**config.mk**
```make
export PLATFORM = sky130hd
export DESIGN_NAME = spi_cmd_decoder_flat
export DESIGN_NICKNAME = d
export VERILOG_FILES = /design/src/rtl/spi_cmd_decoder_if.sv /design/src/rtl/spi_cmd_decoder.sv /design/src/flat_wrapper.sv
export SDC_FILE = /design/constraint.sdc
export NUM_CORES = 1
export LEC_CHECK = 0
export CORE_AREA = 4 4 113 115
export DETAILED_ROUTE_END_ITERATION = 10
export DIE_AREA = 0 0 117 119
export GPL_TIMING_DRIVEN = 0
export PLACE_DENSITY = 0.72
export REMOVE_ABC_BUFFERS = 1
export SLEW_MARGIN = 20
export SYNTH_ARGS = -nofsm -noshare
export SYNTH_HDL_FRONTEND = slang
export SYNTH_SLANG_ARGS = --single-unit
```
**constraint.sdc**
```tcl
create_clock -name IO_main_clk -period 9.4 [get_ports IO_main_clk]
set_input_delay 1.88 -clock IO_main_clk [delete_from_list [all_inputs] [get_ports IO_main_clk]]
set_output_delay 1.88 -clock IO_main_clk [all_outputs]
set_load 0.1 [all_outputs]
```
**src/rtl/spi_cmd_decoder_if.sv**
```systemverilog
// Byte-strobe input and register-write output bundle of the SPI command decoder.
// Handshake: a reg_* entry transfers on every rising edge where reg_valid and reg_ready are both 1;
// while reg_valid=1 and reg_ready=0 the entry on reg_addr/reg_data holds steady. U_data is taken
// only in cycles where U_data_ready=1 and has no back-pressure.
interface spi_cmd_decoder_if;
    logic       U_data_ready;
    logic [7:0] U_data;
    logic       reg_ready;
    logic       reg_valid;
    logic [7:0] reg_addr;
    logic [7:0] reg_data;

    modport slave (
        input  U_data_ready, U_data, reg_ready,
        output reg_valid, reg_addr, reg_data
    );

    modport master (
        output U_data_ready, U_data, reg_ready,
        input  reg_valid, reg_addr, reg_data
    );
endinterface

```
**src/rtl/spi_cmd_decoder.sv**
```systemverilog
// Framed SPI command parser (WRITE / BURST / CLRSTAT) feeding a small register-write FIFO.
// Optional mid-frame idle timeout is compiled in with SPI_CMD_TIMEOUT_EN.
module spi_cmd_decoder #(
    parameter int FIFO_DEPTH     = 4,
    parameter int TIMEOUT_CYCLES = 1024
) (
    input  logic              IO_main_clk,
    input  logic              IO_rst_n,
    spi_cmd_decoder_if.slave  bus,
    output logic              busy,
    output logic [7:0]        err_count,
    output logic              fifo_overflow,
    output logic [2:0]        dbg_state
);
    localparam int AW = $clog2(FIFO_DEPTH);
    localparam int CW = AW + 1;

    typedef enum logic [2:0] {
        S_IDLE   = 3'd0,
        S_W_ADDR = 3'd1,
        S_W_DATA = 3'd2,
        S_B_ADDR = 3'd3,
        S_B_CNT  = 3'd4,
        S_B_DATA = 3'd5
    } state_t;

    state_t          state_q, state_d;
    logic [7:0]      addr_q, addr_d;
    logic [7:0]      cnt_q, cnt_d;
    logic            busy_q, busy_d;
    logic [7:0]      err_q, err_d;
    logic            ovf_q, ovf_d;
    logic [7:0]      mem_addr_q [FIFO_DEPTH];
    logic [7:0]      mem_addr_d [FIFO_DEPTH];
    logic [7:0]      mem_data_q [FIFO_DEPTH];
    logic [7:0]      mem_data_d [FIFO_DEPTH];
    logic [AW-1:0]   rd_ptr_q, rd_ptr_d;
    logic [AW-1:0]   wr_ptr_q, wr_ptr_d;
    logic [CW-1:0]   count_q, count_d;
    logic            valid_q, valid_d;
    logic [7:0]      head_addr_q, head_addr_d;
    logic [7:0]      head_data_q, head_data_d;

    logic            push_req, push_ok, pop, full;
    logic            err_inc, stat_clr;

`ifdef SPI_CMD_TIMEOUT_EN
    localparam int TW = $clog2(TIMEOUT_CYCLES + 1);
    logic [TW-1:0]   tmo_q, tmo_d;
`else
    logic            unused_timeout_cfg;
    assign unused_timeout_cfg = (TIMEOUT_CYCLES == 0);
`endif

    always_comb begin
        state_d     = state_q;
        addr_d      = addr_q;
        cnt_d       = cnt_q;
        err_d       = err_q;
        ovf_d       = ovf_q;
        mem_addr_d  = mem_addr_q;
        mem_data_d  = mem_data_q;
        rd_ptr_d    = rd_ptr_q;
        wr_ptr_d    = wr_ptr_q;
        head_addr_d = head_addr_q;
        head_data_d = head_data_q;
        push_req    = 1'b0;
        err_inc     = 1'b0;
        stat_clr    = 1'b0;
`ifdef SPI_CMD_TIMEOUT_EN
        tmo_d       = '0;
`endif

        if (bus.U_data_ready) begin
            case (state_q)
                S_IDLE: begin
                    case (bus.U_data)
                        8'h80:   state_d = S_W_ADDR;
                        8'h81:   state_d = S_B_ADDR;
                        8'h82:   stat_clr = 1'b1;
                        default: err_inc = 1'b1;
                    endcase
                end
                S_W_ADDR: begin
                    addr_d  = bus.U_data;
                    state_d = S_W_DATA;
                end
                S_W_DATA: begin
                    push_req = 1'b1;
                    state_d  = S_IDLE;
                end
                S_B_ADDR: begin
                    addr_d  = bus.U_data;
                    state_d = S_B_CNT;
                end
                S_B_CNT: begin
                    cnt_d   = bus.U_data;
                    state_d = (bus.U_data == 8'h00) ? S_IDLE : S_B_DATA;
                end
                S_B_DATA: begin
                    // Counter and address advance even when the FIFO drops the write.
                    push_req = 1'b1;
                    addr_d   = addr_q + 8'h01;
                    cnt_d    = cnt_q - 8'h01;
                    if (cnt_q == 8'h01) state_d = S_IDLE;
                end
                default: state_d = S_IDLE;
            endcase
        end
`ifdef SPI_CMD_TIMEOUT_EN
        else if (state_q != S_IDLE) begin
            if (tmo_q == TW'(TIMEOUT_CYCLES - 1)) begin
                state_d = S_IDLE;
                err_inc = 1'b1;
            end else begin
                tmo_d = tmo_q + 1'b1;
            end
        end
`endif

        full    = (count_q == CW'(FIFO_DEPTH));
        pop     = valid_q && bus.reg_ready;
        push_ok = push_req && (!full || pop);

        if (push_ok) begin
            mem_addr_d[wr_ptr_q] = addr_q;
            mem_data_d[wr_ptr_q] = bus.U_data;
            wr_ptr_d             = wr_ptr_q + 1'b1;
        end
        if (pop) rd_ptr_d = rd_ptr_q + 1'b1;
        count_d = count_q + CW'(push_ok) - CW'(pop);
        valid_d = (count_d != '0);

        // Head register: take the pushed entry if it becomes the only one, else the next stored one.
        if (push_ok && ((count_q - CW'(pop)) == '0)) begin
            head_addr_d = addr_q;
            head_data_d = bus.U_data;
        end else if (pop && valid_d) begin
            head_addr_d = mem_addr_q[rd_ptr_d];
            head_data_d = mem_data_q[rd_ptr_d];
        end

        if (stat_clr) begin
            err_d = 8'h00;
            ovf_d = 1'b0;
        end else begin
            if (err_inc && (err_q != 8'hFF)) err_d = err_q + 8'h01;
            if (push_req && !push_ok) ovf_d = 1'b1;
        end

        busy_d = (state_d != S_IDLE);
    end

    always_ff @(posedge IO_main_clk) begin
        if (!IO_rst_n) begin
            state_q     <= S_IDLE;
            addr_q      <= 8'h00;
            cnt_q       <= 8'h00;
            busy_q      <= 1'b0;
            err_q       <= 8'h00;
            ovf_q       <= 1'b0;
            rd_ptr_q    <= '0;
            wr_ptr_q    <= '0;
            count_q     <= '0;
            valid_q     <= 1'b0;
            head_addr_q <= 8'h00;
            head_data_q <= 8'h00;
`ifdef SPI_CMD_TIMEOUT_EN
            tmo_q       <= '0;
`endif
        end else begin
            state_q     <= state_d;
            addr_q      <= addr_d;
            cnt_q       <= cnt_d;
            busy_q      <= busy_d;
            err_q       <= err_d;
            ovf_q       <= ovf_d;
            mem_addr_q  <= mem_addr_d;
            mem_data_q  <= mem_data_d;
            rd_ptr_q    <= rd_ptr_d;
            wr_ptr_q    <= wr_ptr_d;
            count_q     <= count_d;
            valid_q     <= valid_d;
            head_addr_q <= head_addr_d;
            head_data_q <= head_data_d;
`ifdef SPI_CMD_TIMEOUT_EN
            tmo_q       <= tmo_d;
`endif
        end
    end

    assign bus.reg_valid = valid_q;
    assign bus.reg_addr  = head_addr_q;
    assign bus.reg_data  = head_data_q;
    assign busy          = busy_q;
    assign err_count     = err_q;
    assign fifo_overflow = ovf_q;
    assign dbg_state     = state_q;
endmodule

```
**src/flat_wrapper.sv**
```systemverilog
// flat-port wrapper written by rule: the top's interface ports become plain ports
module spi_cmd_decoder_flat 
#(
    parameter int FIFO_DEPTH     = 4,
    parameter int TIMEOUT_CYCLES = 1024
)
  (IO_main_clk, IO_rst_n, busy, err_count, fifo_overflow, dbg_state, bus_U_data_ready, bus_U_data, bus_reg_ready, bus_reg_valid, bus_reg_addr, bus_reg_data);
  spi_cmd_decoder_if bus_i ();
  input  logic IO_main_clk;
  input  logic IO_rst_n;
  output logic busy;
  output logic [7:0] err_count;
  output logic fifo_overflow;
  output logic [2:0] dbg_state;
  input wire logic [$bits(bus_i.U_data_ready)-1:0] bus_U_data_ready;
  input wire logic [$bits(bus_i.U_data)-1:0] bus_U_data;
  input wire logic [$bits(bus_i.reg_ready)-1:0] bus_reg_ready;
  output wire logic [$bits(bus_i.reg_valid)-1:0] bus_reg_valid;
  output wire logic [$bits(bus_i.reg_addr)-1:0] bus_reg_addr;
  output wire logic [$bits(bus_i.reg_data)-1:0] bus_reg_data;
  assign bus_i.U_data_ready = bus_U_data_ready;
  assign bus_i.U_data = bus_U_data;
  assign bus_i.reg_ready = bus_reg_ready;
  assign bus_reg_valid = bus_i.reg_valid;
  assign bus_reg_addr = bus_i.reg_addr;
  assign bus_reg_data = bus_i.reg_data;
  spi_cmd_decoder #(.FIFO_DEPTH(FIFO_DEPTH), .TIMEOUT_CYCLES(TIMEOUT_CYCLES)) u_core (.IO_main_clk(IO_main_clk), .IO_rst_n(IO_rst_n), .bus(bus_i), .busy(busy), .err_count(err_count), .fifo_overflow(fifo_overflow), .dbg_state(dbg_state));
endmodule
```
==> run_results.csv, run 1 <==
group,metric,value,unit
worst_setup_path,reg2reg_to,"u_core.bus.reg_data[1]",
cts,clkTransAtPathRegs,0.05,ns
pwr,vdd_drop_max,117,uV
layout,seq_area,2990,um2
worst_setup_path,worst-path-max-fanout,18,
route,wl_per_cell,20.3,um
floorplanning,die_h,119,um
hold_path,hold_end,"u_core.bus.reg_addr[3]",
floorplanning,initial_core_util,53.6,%
sta,post-route-period-util,57.8,%
layout,multiInputGateArea,3100,um2
layout,final_nets,585,
cts,cts_buffers,17,
floorplanning,floorplan.die_area,13900,um2
worst_setup_path,critPathArrivalTime,5.72,ns
worst_setup_path,critPathMaxStageDelay,0.63,ns
floorplanning,die_x,117,um
logic_synthesis,synth-async-reset-ratio,0,%
hold_path,min_path_cells,2,
worst_setup_path,crit_slowest_cell,"a21o_1",
logic_synthesis,synth_edf_count,64,
route,vias,4570,
logic_synthesis,avgSynthCellArea,11.8,um2
sta,tightest_slew,1.04,ns
logic_synthesis,ys_ff_latch,117,
pwr,p_leak,2.56,nW
placed_design,portBuffers,41,
cts,cts_setup_buffers,0,
sta,hold_ws,0.496,ns
placed_design,gp_congestion,0.898,
worst_setup_path,crit_required,9.69,ns
route,drc,0,
logic_synthesis,syn_area,6330,um2
sta,finalSetupViolCount,0,
worst_setup_path,critPathLaunch,"bus_U_data_ready",
hold_path,hp-class,"reg2reg",
sta,maxSlewViolCount,0,
floorplanning,design.core.area,11800,um2
cts,cts_tree,"done",
floorplanning,io_pins,42,
layout,drive_gt1_share,15.4,%
cts,htree_levels,4,
logic_synthesis,syn_inst,535,
layout,n_fill_cell,893,
layout,diodes,0,
sta,finClkSkew,0.00857,ns
worst_setup_path,crit_cells,10,
worst_setup_path,reg2reg_depth,9,
cts,clockBufferDepth,2,
layout,final_common_cell,"mux2i_1",
sta,fmax,184,MHz
worst_setup_path,r2r_setup_slack,5.38,ns
grt,grt_first_pass_wirelength,23800,um
route,ant_nets,0,
placed_design,place_hpwl,8990,um
worst_setup_path,crit_chain,"clkdlybuf4s50_1 > and4b_1 > o22ai_4 > inv_1 > ha_1 > fa_1 > xor3_1 > a21o_1 > o21a_4 > o41ai_2",
worst_setup_path,crit_buf_inv,2,
route,first_pass_iters,4,
logic_synthesis,synth_top_cells_by_area,"edfxtp_1 30%, dfxtp_1 17%, mux2i_1 11%",
grt,overflow,0,
placed_design,place_area,6850,um2
pwr,p_total,1.79,mW
cts,clk_latency,0.42,ns
route,drtIter0Drc,281,
logic_synthesis,synth_ff_type,"edfxtp_1",
sta,tns,0,ns
worst_setup_path,end_kind,"flop",
cts,cts_hold_buf,0,
logic_synthesis,synth.distinct_cells,72,
logic_synthesis,synth_top_area_share,30.3,%
sta,grt_setup_unrepaired,"false",
cts,cts_resized,0,
outcome,status,"finished, final reports clean",
job,max_cap_viol_count,0,
layout,final_cell_area,7550,um2
worst_setup_path,r2r_start,"u_core.dbg_state[0]",
sta,post-route-min-period,5.43,ns
logic_synthesis,yosys.area.top_type,"edfxtp_1",
route,wirelength,14600,um
worst_setup_path,crit_family,"compound AO/OA/AOI/OAI gates",
floorplanning,rows,40,
worst_setup_path,path_class,"in2reg",
cts,root_buffer,"clkbuf_16",
sta,finalHoldViolations,0,
grt,grt_pass1_vias,4654,
pwr,p_per_area,237,nW/um2
layout,synthToLayoutAreaGrowth,19.1,%
logic_synthesis,ys_seq_area_share,47.1,%
cts,clock_sinks,117,
layout,layout_common_cells,"67 x mux2i_1, 64 x edfxtp_1, 52 x dfxtp_1",
grt,grt_usage,22.2,%
route,via_per_inst,6.36,
hold_path,min_from,"u_core.bus.reg_addr[3]",
sta,slew_headroom,30.6,%
grt,antenna_found_initial,0,
grt,grt_start_max_net_pins,43,
layout,utilization,63.9,%
worst_setup_path,worst_setup_path_start_kind,"input port",
logic_synthesis,ys_warn_count,0,
-- tightest hold or removal path, delay by kind of cell (launching register included) --
| family | cells | cell delay (ns) |
|---|---|---|
| compound gates | 2 | 0.15 |
| flops | 1 | 0.30 |
-- state kept, by name, indices dropped and copies added (netlist names), 8 cells and up --
name                 flops
u_core.err_count         8
u_core.mem_data_q       32
u_core.cnt_q             8
u_core.mem_addr_q       32
u_core.bus.reg_data      8
u_core.addr_q            8
u_core.bus.reg_addr      8
-- kinds of logic after synthesis --
family / after synthesis / share of synthesized area (%)
AOI/OAI and AO/OA: 127 / 16.8
xor gates and xnor gates: 5 / 0.928
adders and majority gates: 14 / 2.88
buffers and inverters: 58 / 4.19
DFF: 117 / 47.1
muxes: 83 / 16.3
and+or+nand+nor: 131 / 11.9
-- metrics by stage --
stage / setup slack, ns / instances
2_1_floorplan: 4.08 / 494
3_3_place_gp: 2.28 / 682
3_5_place_dp: 3.57 / 687
4_1_cts: 3.98 / 719
5_1_grt: 3.77 / 719
6_report: 3.97 / 719
-- routing by layer --
metal,vias up,track usage (%),wire length (um)
li1,2137,-,-
met1,2307,28.4,6510
met2,103,36.5,7310
met3,23,4.32,497
met4,0,8.89,271
met5,-,0,0
-- cell type report --
| cell class | count | area share, % |
|---|---|---|
| flip-flops and latches | 117 | 39.6 |
| multi-input cells | 360 | 41.1 |
| well taps | 147 | 2.44 |
| inverters | 17 | 0.846 |
| repair buffers | 46 | 6.83 |
| clock buffers | 18 | 5.82 |
| clock inverters | 14 | 3.38 |
-- worst max path at each step --
stage / to / slack, ns
after global routing: u_core.bus.reg_addr[5] / 3.77
final: u_core.bus.reg_data[1] / 3.97
after CTS: u_core.bus.reg_addr[5] / 3.98
after floorplan: u_core.bus.reg_addr[0] / 4.08
after global placement: u_core.bus.reg_addr[5] / 2.28
after detailed placement: u_core.bus.reg_addr[5] / 3.57
-- synthesized netlist by cell type (7+ instances only) --
cell and instances:
nor2_1 24, nand3_1 7, o21ai_0 15, and2_1 10, mux4_2 16, buf_2 8
nor3_1 28, o21a_1 23, edfxtp_1 64, o41ai_2 16, clkbuf_1 22, mux2i_1 67
o2111ai_1 16, ha_1 13, nand2_1 19, dfxtp_1 53, inv_1 17, a21oi_1 22
-- power by group --
part	internal (mW)	switching [mW]	leakage, nW	total, mW
Clock	0.529	0.231	0.330	0.759
Combinational	0.161	0.281	1.17	0.442
Sequential	0.556	0.0282	1.06	0.584
(Power assumes the default switching activity.)
==> inputs of run 2 (changes only) <==
==> constraint.sdc (replaced) <==
create_clock -name IO_main_clk -period 5 [get_ports IO_main_clk]
set_input_delay 1 -clock IO_main_clk [delete_from_list [all_inputs] [get_ports IO_main_clk]]
set_output_delay 1 -clock IO_main_clk [all_outputs]
set_load 0.1 [all_outputs]
==> results of run 2 <==
Same layout as run 1 (identical final DEF). Status: finished, final reports clean.
Main changes from that run: setup slack after placement 3.57 ns -> 0.0517 ns; setup slack after layout 3.97 ns -> 0.451 ns; register-to-register setup slack 5.38 ns -> 0.98 ns; total power 1.79 mW -> 3.36 mW; worst IR drop on VDD 117 uV -> 220 uV
==> inputs of run 3 (changes only) <==
--- a/config.mk
+++ b/config.mk
@@ -5,6 +5,7 @@
 export SDC_FILE = /design/constraint.sdc
 export NUM_CORES = 1
 export LEC_CHECK = 0
+export CAP_MARGIN = 5
 export CORE_AREA = 4 4 113 115
 export DETAILED_ROUTE_END_ITERATION = 10
 export DIE_AREA = 0 0 117 119
==> results of run 3 <==
Same layout as run 1 (identical final DEF). Status: finished, final reports clean.
Main changes from that run: setup slack after placement 3.57 ns -> 0.0517 ns; setup slack after layout 3.97 ns -> 0.451 ns; register-to-register setup slack 5.38 ns -> 0.98 ns; total power 1.79 mW -> 3.36 mW; worst IR drop on VDD 117 uV -> 220 uV
